==> config.mk <==
export PLATFORM = sky130hd
export DESIGN_NAME = cpu_ctrl_fsm_flat
export DESIGN_NICKNAME = d
export VERILOG_FILES = /design/src/rtl/cpu_pkg.sv /design/src/rtl/cpu_ctrl_fsm_if.sv /design/src/rtl/cpu_branch_eval.sv /design/src/rtl/cpu_ctrl_fsm.sv /design/src/flat_wrapper.sv
export SDC_FILE = /design/constraint.sdc
export NUM_CORES = 1
export LEC_CHECK = 0
export BUFFER_PORTS_ARGS = -buffer_cell sky130_fd_sc_hd__buf_2
export CAP_MARGIN = 40
export CORE_AREA = 2 2 39 41
export CTS_CLUSTER_DIAMETER = 80
export DETAILED_ROUTE_END_ITERATION = 6
export DIE_AREA = 0 0 41 43
export PLACE_DENSITY_LB_ADDON = 0.05
export SYNTH_ARGS = -nofsm -noshare
export SYNTH_HDL_FRONTEND = slang
export SYNTH_SLANG_ARGS = --single-unit
==> constraint.sdc <==
create_clock -name clk -period 4.45 [get_ports clk]
set_clock_uncertainty 0.1 [all_clocks]
set_input_delay 0 -clock clk [delete_from_list [all_inputs] [get_ports clk]]
set_output_delay 0 -clock clk [all_outputs]
set_load 0.01 [all_outputs]
==> src/rtl/cpu_pkg.sv <==
// Shared encodings for the 16-opcode CPU: opcodes, control states, ALU codes and
// register write-back source selects, used by control, datapath and bench alike.
package cpu_pkg;

  localparam logic [3:0] OP_HALT = 4'h0;
  localparam logic [3:0] OP_AND  = 4'h1;
  localparam logic [3:0] OP_OR   = 4'h2;
  localparam logic [3:0] OP_XOR  = 4'h3;
  localparam logic [3:0] OP_ADD  = 4'h4;
  localparam logic [3:0] OP_SUB  = 4'h5;
  localparam logic [3:0] OP_LD   = 4'h6;
  localparam logic [3:0] OP_STR  = 4'h7;
  localparam logic [3:0] OP_MOV  = 4'h8;
  localparam logic [3:0] OP_MVR  = 4'h9;
  localparam logic [3:0] OP_CMP  = 4'hA;
  localparam logic [3:0] OP_B    = 4'hB;
  localparam logic [3:0] OP_BEQ  = 4'hC;
  localparam logic [3:0] OP_BNE  = 4'hD;
  localparam logic [3:0] OP_BLT  = 4'hE;
  localparam logic [3:0] OP_BGT  = 4'hF;

  typedef enum logic [2:0] {
    ST_FETCH  = 3'd0,
    ST_DECODE = 3'd1,
    ST_EXEC   = 3'd2,
    ST_MEM    = 3'd3,
    ST_WB     = 3'd4,
    ST_HALT   = 3'd5
  } state_t;

  localparam logic [2:0] ALU_AND  = 3'd0;
  localparam logic [2:0] ALU_OR   = 3'd1;
  localparam logic [2:0] ALU_XOR  = 3'd2;
  localparam logic [2:0] ALU_ADD  = 3'd3;
  localparam logic [2:0] ALU_SUB  = 3'd4;
  localparam logic [2:0] ALU_PASS = 3'd5;

  localparam logic [1:0] SRC_ALU = 2'd0;
  localparam logic [1:0] SRC_MEM = 2'd1;
  localparam logic [1:0] SRC_IMM = 2'd2;
  localparam logic [1:0] SRC_REG = 2'd3;

  function automatic logic is_alu_op(input logic [3:0] op);
    return (op >= OP_AND) && (op <= OP_SUB);
  endfunction

  function automatic logic [2:0] alu_code(input logic [3:0] op);
    logic [2:0] code;
    case (op)
      OP_AND:  code = ALU_AND;
      OP_OR:   code = ALU_OR;
      OP_XOR:  code = ALU_XOR;
      OP_ADD:  code = ALU_ADD;
      OP_SUB:  code = ALU_SUB;
      default: code = ALU_PASS;
    endcase
    return code;
  endfunction

endpackage

==> src/rtl/cpu_ctrl_fsm_if.sv <==
// Control bundle between the control FSM (master) and the CPU datapath/memory port (slave).
interface cpu_ctrl_fsm_if;

  logic [3:0] ir_op;
  logic       alu_z;
  logic       alu_n;
  logic       mem_ready;

  logic       pc_we;
  logic       pc_sel;
  logic       ir_we;
  logic       mem_re;
  logic       mem_we;
  logic       addr_sel;
  logic       reg_we;
  logic [1:0] reg_src;
  logic [2:0] alu_op;
  logic       halted;
  logic [2:0] state;

  modport master (
    input  ir_op, alu_z, alu_n, mem_ready,
    output pc_we, pc_sel, ir_we, mem_re, mem_we, addr_sel,
    output reg_we, reg_src, alu_op, halted, state
  );

  modport slave (
    output ir_op, alu_z, alu_n, mem_ready,
    input  pc_we, pc_sel, ir_we, mem_re, mem_we, addr_sel,
    input  reg_we, reg_src, alu_op, halted, state
  );

endinterface

==> src/rtl/cpu_branch_eval.sv <==
// CMP flag register (Z/LT/GT) and conditional-branch resolution for the current opcode.
// Flags load only on i_flag_we; o_taken is purely combinational from flags and opcode.
module cpu_branch_eval
  import cpu_pkg::*;
(
  input  logic       clk,
  input  logic       reset,
  input  logic       i_flag_we,
  input  logic       i_alu_z,
  input  logic       i_alu_n,
  input  logic [3:0] i_ir_op,
  output logic       o_taken
);

  logic r_z;
  logic r_lt;
  logic r_gt;

  always_ff @(posedge clk or negedge reset) begin
    if (!reset) begin
      r_z  <= 1'b0;
      r_lt <= 1'b0;
      r_gt <= 1'b0;
    end else if (i_flag_we) begin
      r_z  <= i_alu_z;
      r_lt <= i_alu_n;
      r_gt <= !i_alu_z && !i_alu_n;
    end
  end

  always_comb begin
    o_taken = 1'b0;
    case (i_ir_op)
      OP_B:    o_taken = 1'b1;
      OP_BEQ:  o_taken = r_z;
      OP_BNE:  o_taken = !r_z;
      OP_BLT:  o_taken = r_lt;
      OP_BGT:  o_taken = r_gt;
      default: o_taken = 1'b0;
    endcase
  end

endmodule

==> src/rtl/cpu_ctrl_fsm.sv <==
// Multi-cycle CPU control: FETCH/DECODE/EXEC/MEM/WB/HALT, all outputs combinational from state.
// Define CPU_CTRL_MEM_WAIT_EN to stall FETCH and MEM on mem_ready; otherwise accesses take one cycle.
module cpu_ctrl_fsm
  import cpu_pkg::*;
(
  input  logic           clk,
  input  logic           reset,
  cpu_ctrl_fsm_if.master bus
);

  state_t     r_state;
  state_t     w_next;
  logic       w_mem_done;
  logic       w_flag_we;
  logic       w_taken;

  logic       w_pc_we;
  logic       w_pc_sel;
  logic       w_ir_we;
  logic       w_mem_re;
  logic       w_mem_we;
  logic       w_addr_sel;
  logic       w_reg_we;
  logic [1:0] w_reg_src;
  logic [2:0] w_alu_op;
  logic       w_halted;

`ifdef CPU_CTRL_MEM_WAIT_EN
  assign w_mem_done = bus.mem_ready;
`else
  // Single-cycle block memory: every access completes in the cycle it is issued.
  logic w_unused_mem_ready;
  assign w_unused_mem_ready = bus.mem_ready;
  assign w_mem_done = 1'b1;
`endif

  cpu_branch_eval u_branch (
    .clk       (clk),
    .reset     (reset),
    .i_flag_we (w_flag_we),
    .i_alu_z   (bus.alu_z),
    .i_alu_n   (bus.alu_n),
    .i_ir_op   (bus.ir_op),
    .o_taken   (w_taken)
  );

  always_ff @(posedge clk or negedge reset) begin
    if (!reset) begin
      r_state <= ST_FETCH;
    end else begin
      r_state <= w_next;
    end
  end

  always_comb begin
    w_next     = r_state;
    w_flag_we  = 1'b0;
    w_pc_we    = 1'b0;
    w_pc_sel   = 1'b0;
    w_ir_we    = 1'b0;
    w_mem_re   = 1'b0;
    w_mem_we   = 1'b0;
    w_addr_sel = 1'b0;
    w_reg_we   = 1'b0;
    w_reg_src  = SRC_ALU;
    w_alu_op   = ALU_PASS;
    w_halted   = 1'b0;

    case (r_state)
      ST_FETCH: begin
        w_mem_re   = 1'b1;
        w_addr_sel = 1'b0;
        if (w_mem_done) begin
          w_ir_we  = 1'b1;
          w_pc_we  = 1'b1;
          w_pc_sel = 1'b0;
          w_next   = ST_DECODE;
        end
      end

      ST_DECODE: begin
        w_next = (bus.ir_op == OP_HALT) ? ST_HALT : ST_EXEC;
      end

      ST_EXEC: begin
        w_next = ST_FETCH;
        if (is_alu_op(bus.ir_op)) begin
          w_alu_op = alu_code(bus.ir_op);
          w_next   = ST_WB;
        end else begin
          case (bus.ir_op)
            OP_MOV, OP_MVR: w_next = ST_WB;
            OP_LD, OP_STR:  w_next = ST_MEM;
            OP_CMP: begin
              w_alu_op  = ALU_SUB;
              w_flag_we = 1'b1;
            end
            default: begin
              // Taken branch overwrites the PC+1 already loaded during FETCH.
              if (w_taken) begin
                w_pc_we  = 1'b1;
                w_pc_sel = 1'b1;
              end
            end
          endcase
        end
      end

      ST_MEM: begin
        w_addr_sel = 1'b1;
        if (bus.ir_op == OP_LD) begin
          w_mem_re = 1'b1;
          if (w_mem_done) begin
            w_next = ST_WB;
          end
        end else begin
          w_mem_we = 1'b1;
          if (w_mem_done) begin
            w_next = ST_FETCH;
          end
        end
      end

      ST_WB: begin
        w_reg_we = 1'b1;
        case (bus.ir_op)
          OP_LD:   w_reg_src = SRC_MEM;
          OP_MOV:  w_reg_src = SRC_IMM;
          OP_MVR:  w_reg_src = SRC_REG;
          default: w_reg_src = SRC_ALU;
        endcase
        w_next = ST_FETCH;
      end

      ST_HALT: begin
        w_halted = 1'b1;
        w_next   = ST_HALT;
      end

      default: begin
        w_next = ST_FETCH;
      end
    endcase
  end

  assign bus.pc_we    = w_pc_we;
  assign bus.pc_sel   = w_pc_sel;
  assign bus.ir_we    = w_ir_we;
  assign bus.mem_re   = w_mem_re;
  assign bus.mem_we   = w_mem_we;
  assign bus.addr_sel = w_addr_sel;
  assign bus.reg_we   = w_reg_we;
  assign bus.reg_src  = w_reg_src;
  assign bus.alu_op   = w_alu_op;
  assign bus.halted   = w_halted;
  assign bus.state    = r_state;

endmodule
==> src/flat_wrapper.sv <==
// flat-port wrapper written by rule: the top's interface ports become plain ports
module cpu_ctrl_fsm_flat import cpu_pkg::*;
  (clk, reset, bus_ir_op, bus_alu_z, bus_alu_n, bus_mem_ready, bus_pc_we, bus_pc_sel, bus_ir_we, bus_mem_re, bus_mem_we, bus_addr_sel, bus_reg_we, bus_reg_src, bus_alu_op, bus_halted, bus_state);
  cpu_ctrl_fsm_if bus_i ();
  input  logic clk;
  input  logic reset;
  input wire logic [$bits(bus_i.ir_op)-1:0] bus_ir_op;
  input wire logic [$bits(bus_i.alu_z)-1:0] bus_alu_z;
  input wire logic [$bits(bus_i.alu_n)-1:0] bus_alu_n;
  input wire logic [$bits(bus_i.mem_ready)-1:0] bus_mem_ready;
  output wire logic [$bits(bus_i.pc_we)-1:0] bus_pc_we;
  output wire logic [$bits(bus_i.pc_sel)-1:0] bus_pc_sel;
  output wire logic [$bits(bus_i.ir_we)-1:0] bus_ir_we;
  output wire logic [$bits(bus_i.mem_re)-1:0] bus_mem_re;
  output wire logic [$bits(bus_i.mem_we)-1:0] bus_mem_we;
  output wire logic [$bits(bus_i.addr_sel)-1:0] bus_addr_sel;
  output wire logic [$bits(bus_i.reg_we)-1:0] bus_reg_we;
  output wire logic [$bits(bus_i.reg_src)-1:0] bus_reg_src;
  output wire logic [$bits(bus_i.alu_op)-1:0] bus_alu_op;
  output wire logic [$bits(bus_i.halted)-1:0] bus_halted;
  output wire logic [$bits(bus_i.state)-1:0] bus_state;
  assign bus_i.ir_op = bus_ir_op;
  assign bus_i.alu_z = bus_alu_z;
  assign bus_i.alu_n = bus_alu_n;
  assign bus_i.mem_ready = bus_mem_ready;
  assign bus_pc_we = bus_i.pc_we;
  assign bus_pc_sel = bus_i.pc_sel;
  assign bus_ir_we = bus_i.ir_we;
  assign bus_mem_re = bus_i.mem_re;
  assign bus_mem_we = bus_i.mem_we;
  assign bus_addr_sel = bus_i.addr_sel;
  assign bus_reg_we = bus_i.reg_we;
  assign bus_reg_src = bus_i.reg_src;
  assign bus_alu_op = bus_i.alu_op;
  assign bus_halted = bus_i.halted;
  assign bus_state = bus_i.state;
  cpu_ctrl_fsm u_core (.clk(clk), .reset(reset), .bus(bus_i));
endmodule
==> results of run 1 <==
[per-stage QoR]
step / worst slack (ps) / hold WS [ps]
floorplan: 2950 / -396
global placement: 2820 / -275
detailed placement: 2850 / -274
CTS: 2680 / 0.394
global route: 2600 / 28.9
finish: 2690 / 9.88
[flip-flops by register name, indices dropped and copies added, names as in the netlist]
name and count:
u_core.u_branch.r_lt 1, u_core.u_branch.r_gt 1, u_core.bus.state 3, u_core.u_branch.r_z 1
[synthesized netlist by cell type (all sizes together), types with 2 or more instances]
cell | number | area, um2
o21ai | 2 | 10.0
nor3b | 2 | 15.0
nor2 | 5 | 18.8
mux2 | 3 | 33.8
dfrtp | 6 | 150
o21bai | 2 | 15.0
inv | 4 | 15.0
a21oi | 5 | 25.0
or3 | 2 | 12.5
nor2b | 3 | 18.8
nand2 | 7 | 26.3
buf | 3 | 23.8
and2b | 3 | 22.5
clkbuf | 2 | 8.75
nor3 | 4 | 20.0
nand2b | 2 | 12.5
[layer usage]
layer  up-vias  wire (um)  global-route usage, %
met2        14        572                   19.7
met3         0         43                   3.14
li1        299          -                      -
met1       241        560                   20.3
met4         0          0                   12.0
met5         -          0                      0
[how the worst min path moves through the flow]
stage / start / to / slack, ps / depth (start not counted)
2_1_floorplan: reset / u_core.bus.state[0]$_DFF_PN0_ / -400 / 0
3_3_place_gp: reset / u_core.u_branch.r_z$_DFFE_PN0P_ / -280 / 1
3_5_place_dp: reset / u_core.u_branch.r_z$_DFFE_PN0P_ / -270 / 1
4_1_cts: reset / u_core.u_branch.r_z$_DFFE_PN0P_ / 0.4 / 2
5_1_grt: reset / u_core.bus.state[0]$_DFF_PN0_ / 30 / 2
6_report: reset / u_core.u_branch.r_z$_DFFE_PN0P_ / 10 / 2
[cells in the final DEF, fill, tap and decap left out, types with 2 or more instances in the layout]
cell type	n
a21oi_1	5
and2b_1	3
buf_2	23
clkbuf_4	3
dfrtp_1	6
dlygate4sd3_1	3
inv_1	4
mux2_2	3
nand2_1	7
nand2b_1	2
nor2_1	5
nor2b_1	3
nor3_1	4
nor3b_1	2
o21ai_0	2
o21bai_1	2
or3_1	2
[power breakdown]
part | internal (uW) | switching (uW) | total [uW]
sequential | 75.4 | 32.0 | 107
combinational | 86.0 | 88.6 | 175
clock | 30.3 | 16.5 | 46.8
total | 192 | 137 | 329
[worst max-delay path: stages (launching register included)]
cell     delay (ps)
dfrtp_1         480
or3b_1          450
or3_1           350
buf_2           140
[cell type report]
class	instances	share of cell area, %
clock buffers	3	3.23
flip-flops and latches	6	21.5
multi-input cells	54	49.5
repair buffers	26	20.8
well taps	16	2.87
inverters	4	2.15
[what timing repair did]
item	4_1_cts	5_1_grt
hold buffers	3	0
hold endpoints to repair	8	0
buffers inserted	0	0
[cells by family after synthesis]
| logic type | share of synthesized area, % |
|---|---|
| compound gates | 19.4 |
| flops | 27.6 |
| simple gates | 34.8 |
| buf+inv | 8.75 |
| xor+xnor | 3.23 |
| mux | 6.22 |
==> results by stage, run 1 <==
Finish:
- The total of fill cells in the finished design is 141.
- Leaving out filler cells and counting taps, the final layout contains 109.
- The total area of sequential cells is 150 um2.
- The multi-input combinational cells in the finished layout cover a total of 345 um2.
- The post-route netlist has 32.3% of its cells at a drive strength greater than 1.
- The final-stage net count is 104.
- The final instance area is 698 um2.
- The number of antenna diodes in the final layout is 0.
- The fraction of the core area covered by cells at the end of the flow is 50.5%.
- The post-synthesis to final-layout area growth is 28.6%.

Critical path:
- The path type of the worst setup path is reg -> out.
- For the worst setup path, the data arrival time is 1660 ps.
- The critical path ends at bus_alu_op[2].
- The worst reg2reg path endpoint is u_core.u_branch.r_gt$_DFFE_PN0P_.
- The required time reported for the critical path endpoint is 4350 ps.
- STA classifies the critical path startpoint as a register.
- Of all nets on the critical path, the largest fanout is 12.
- The worst register-to-register path begins at u_core.bus.state[2]$_DFF_PN0_.
- The critical path starts at u_core.bus.state[0]$_DFF_PN0_.
- The depth of the worst register-to-register path is 4.
- The worst setup path is captured at a primary output.
- The worst setup slack for register-to-register paths is 2850 ps.

Drt:
- In the routed design, unresolved DRC markers number 0.
- The number of iterations in the first detailed-routing pass is 4.
- The number of routed nets with antenna violations is 0.
- The per-cell via count in the routed design is 5.08.
- Detailed routing inserted a total of 554 vias.
- The detailed router finished its first iteration with 8 violations.
- The routed length per instance is 10.8 um.
- The wire length reported by the detailed router is 1180 um.

Power and ir drop:
- The peak supply drop is 0.000242 V.
- The leakage power figure is 0.000366 uW.
- The total power divided by cell area is 471 mW/mm2.
- After layout, the design draws a total of 329 uW.

Yosys:
- The synthesized netlist contains 33 unique library cells.
- Counting every instance in the synthesized netlist gives 69.
- Dividing the synthesized area by the synthesized cell count gives 7.87 um2.
- The share of the yosys chip area belonging to registers is 27.6%.
- After synthesis the cells add up to 543 um2.
- Counting flops with an async set or reset pin after synthesis yields a share of 100%.
- The flop and latch count out of synthesis is 6.
- Counting every net in the synthesized netlist gives 78.
- The synthesized design contains 0 enable-type register cells.
- The Yosys warning count is 0.
- The most used flip-flop cell after synthesis is dfrtp_1.

CTS:
- The clock tree from TritonCTS is built.
- The source-to-sink clock delay at the later pin of the worst-skew pair is 230 ps.
- The number of buffers created by CTS is 3.
- The number of gates resized after cts is 0.
- The H-tree level count is 1.
- The tree is rooted in a clkbuf_4.
- Clock-pin slew was measured on the worst setup and hold paths at 40 ps.
- The largest buffer count on any clock path is 2.
- The clock sink count is 6.

Timing:
- The total count of max-transition violations in the final report is 0.
- The ratio of final minimum period to clock period is 39.5%.
- The worst-case headroom to the max-slew limit is 72.3%.
- The final setup violation count is 0.
- The maximum operating frequency is 569 MHz.
- The final count of hold timing violations is 0.
- The setup TNS after final layout is 0 ps.
- The clock period could shrink to 1760 ps.
- Setup repair after global routing left no endpoint under its margin.
- The actual slew at the worst max-slew pin is 412 ps.

Place:
- After detailed placement, the total cell area comes to 646 um2.
- Once detailed placement completed, the half-perimeter wirelength came to 905 um.
- During placement, the flow inserted port buffers numbering 23.
- The instance count after placement with tap cells included is 103.
- The final weighted congestion of routability-driven global placement is 0.670.

Floorplan:
- The core footprint is 0.00138 mm2.
- Pin placement for this block handled 25 I/O pins.
- The die covers 0.00176 mm2.
- The die extent in y is 43 um.
- The width of the die is 41 um.
- The initial core utilization is 39.2%.
- The count of standard-cell rows is 14.

GRT:
- The largest net degree at the start of global routing is 15.
- The final global-route overflow total is 0.
- The initial antenna violation count is 0.
- The via count of the first global-routing pass was 437.
- Global routing consumed, over all layers together, 15.0% of the routing resources.
- The wire length of the first global-routing pass is 1750 um.

Worst hold path:
- The worst hold path belongs to the class in -> async.

Run:
- The max-capacitance violation count is 0.

Run status:
- The flow ran to the end, and the final reports show no timing, DRC or antenna violations.
(Power assumes the default switching activity.)
==> run 2: changes to the inputs <==
CORE_AREA = not set   (was 2 2 39 41)
CORE_UTILIZATION = 40   (was not set)
DIE_AREA = not set   (was 0 0 41 43)
clock period = 1.49 ns   (was 4.45 ns; I/O delays follow)
==> results by stage, run 2 (synthesis results as in run 1) <==
Run status:
- Run status: finished, violations left (was finished, final reports clean).
- The final reports fail on setup timing.

Critical path:
- The critical path launch point is u_core.bus.state[2]$_DFF_PN0_ (was u_core.bus.state[0]$_DFF_PN0_).
- The endpoint arrival time on the critical path is 1530 ps (was 1660 ps).
- The highest fanout seen on the critical path is 5 (was 12).
- The element type at the critical path end was a primary output (unchanged).
- The capturing instance or port of the critical path is bus_alu_op[2] (unchanged).
- The required time reported for the critical path endpoint came to 1390 ps (was 4350 ps).
- The launch point of the worst reg-to-reg path is u_core.bus.state[2]$_DFF_PN0_ (unchanged).
- The path type of the worst setup path is reg -> out (unchanged).
- The type of element launching the critical path is a register (unchanged).
- The worst reg2reg path endpoint is u_core.bus.state[2]$_DFF_PN0_ (was u_core.u_branch.r_gt$_DFFE_PN0P_).
- The worst setup slack for register-to-register paths is -50 ps (was 2850 ps).
- The depth of the worst register-to-register path is 5 (was 4).

Timing:
- The total count of max-transition violations in the final report is 0 (unchanged).
- The final setup violation count is 3 (was 0).
- The final worst-path setup slack is -144 ps (was 2690 ps).
- The actual slew at the worst max-slew pin is 530 ps (was 412 ps).
- The ratio of final minimum period to clock period is 110%.
- The worst-case headroom to the max-slew limit is 64.3% (was 72.3%).
- The maximum operating frequency is 612 MHz.
- Counting I/O delays and the setup requirement, the final critical path takes 1630 ps.
- Unrepaired setup endpoints after global routing: true (was false).
- The final count of hold timing violations is 0 (unchanged).

Floorplan:
- The initial core utilization came to 45.8% (was 39.2%).
- The total die area was 0.00151 mm2 (was 0.00176 mm2).
- The die extent in y was 38.8 um (was 43 um).
- The width of the die came to 38.8 um (was 41 um).
- The number of I/O pins came to 25 (unchanged).
- The core footprint is 0.00119 mm2 (was 0.00138 mm2).
- The count of standard-cell rows is 12 (was 14).

CTS:
- The clock sink count is 6 (unchanged).
- The source-to-sink clock delay at the later pin of the worst-skew pair is 230 ps (about the same).
- The clock transition at the registers of the reported paths is 50 ps (was 40 ps).
- The clock tree from TritonCTS is built (unchanged).
- The largest buffer count on any clock path came to 2 (unchanged).
- The H-tree level count is 1 (unchanged).
- The root buffer cell is clkbuf_4 (unchanged).
- The number of buffers created by CTS was 3 (unchanged).

Finish:
- The post-synthesis to final-layout area growth is 50.7% (was 28.6%).
- The most common cell after layout, fill and taps aside is buf_2 (unchanged).
- The number of antenna diodes is 0 (unchanged).
- The final instance area is 818 um2 (was 698 um2).
- The flip-flop count of the largest register, all copies and words added was 3 (unchanged).
- Highest-count cells in the layout ignoring fill and taps: 22 x buf_2, 6 x buf_4 (was 23 x buf_2, 7 x nand2_1, 6 x dfrtp_1).
- The final-stage net count is 112 (was 104).
- The fraction of the core area covered by cells at the end of the flow is 69.0% (was 50.5%).
- The share of post-route cells with drive strength above 1 is 46.1% (was 32.3%).
- The number of non-filler instances in the completed layout is 116 (was 109).

GRT:
- The via count of the first global-routing pass is 450 (was 437).
- The wire length of the first global-routing pass is 1900 um (was 1750 um).
- The final global-route overflow total came to 0 (unchanged).
- The overall global routing resource usage is 18.6% (was 15.0%).
- The largest net degree at the start of global routing is 12 (was 15).
- The initial antenna violation count was 0 (unchanged).

Drt:
- The total routed wire length on the met1 layer is 617 um (was 560 um).
- The wire length reported by the detailed router was 1310 um (was 1180 um).
- The per-cell via count in the routed design is 5.05 (was 5.08).
- The number of remaining DRC errors was 0 (unchanged).
- The met3 wire length was 39 um (was 43 um).
- The routed length per instance is 11.3 um (was 10.8 um).
- The overall via count from detail_route was 586 (was 554).
- The number of iterations in the first detailed-routing pass is 3 (was 4).
- The number of DRC markers in iteration 0 is 6 (was 8).
- The number of routed nets with antenna violations was 0 (unchanged).
- The highest routed metal layer is met3 (unchanged).
- The detailed-routed wire length on met2 is 651 um (was 572 um).

Worst hold path:
- The worst hold-check path type was in -> async (unchanged).

Place:
- The final weighted congestion of routability-driven global placement is 0.758 (was 0.670).
- The instance count after placement with tap cells included is 107 (was 103).
- The placed wire-length estimate after detailed placement is 969 um (was 905 um).
- The placement-stage cell area is 689 um2 (was 646 um2).
- The total of buffers placed on input and output ports is 23 (unchanged).
- The post-place setup slack is 30.8 ps (was 2850 ps).

Power and ir drop:
- The total power divided by cell area is 1530 mW/mm2 (was 471 mW/mm2).
- The peak supply drop is 0.00106 V (was 0.000242 V).
- The leakage power figure was 0.000417 uW (was 0.000366 uW).

Run:
- The max-capacitance violation count was 0 (unchanged).
[run 2: final cells by class]
| class | instances | area [um2] |
|---|---|---|
| Clock buffer | 4 | 26.3 |
| Sequential cell | 6 | 151 |
| Tap cell | 14 | 17.5 |
| Inverter | 4 | 15.0 |
| Timing Repair Buffer | 34 | 219 |
| Fill cell | 111 | 368 |
| Multi-Input combinational cell | 54 | 389 |
[run 2: metal layers]
layer | vias to the layer above | global-route usage [%]
li1 | 308 | -
met4 | 0 | 5.17
met1 | 266 | 24.5
met5 | - | 0
met3 | 0 | 3.47
met2 | 12 | 30.8
[run 2: metrics by stage]
stage | hold WS, ps | power (uW) | TNS (ps)
after floorplan | -396 | 662 | 0
after global placement | -274 | 928 | 0
after detailed placement | -275 | 936 | 0
after CTS | 10.5 | 1160 | -271
after global routing | 15.5 | 1340 | -510
final | 14.9 | 1250 | -263
[run 2: how the worst min path moves through the flow]
stage	from	slack, ps	to	depth (start not counted)
2_1_floorplan	reset	-400	u_core.bus.state[0]$_DFF_PN0_	0
3_3_place_gp	reset	-270	u_core.u_branch.r_z$_DFFE_PN0P_	1
3_5_place_dp	reset	-280	u_core.u_branch.r_z$_DFFE_PN0P_	1
4_1_cts	reset	10	u_core.bus.state[0]$_DFF_PN0_	2
5_1_grt	reset	20	u_core.bus.state[0]$_DFF_PN0_	2
6_report	reset	10	u_core.bus.state[1]$_DFF_PN0_	2
[run 2: power breakdown]
part / leakage, uW / switching [uW] / total (uW) / internal (uW)
clock: 0.0000150 / 50.0 / 151 / 101
combinational: 0.000326 / 390 / 824 / 433
sequential: 0.0000768 / 46.6 / 274 / 228
[run 2: critical path: stages (launching register included)]
cell,delay (ps)
dfrtp_2,420
or3b_4,390
or3_1,330
buf_2,150
[run 2: timing repair]
action / in CTS / in global routing
hold endpoints to repair: 8 / 0
gates resized for setup: 4 / 10
hold buffers: 3 / 0
setup buffers: 2 / 2
pin swaps: 5 / 4
endpoints found under the setup margin: 5 / 11
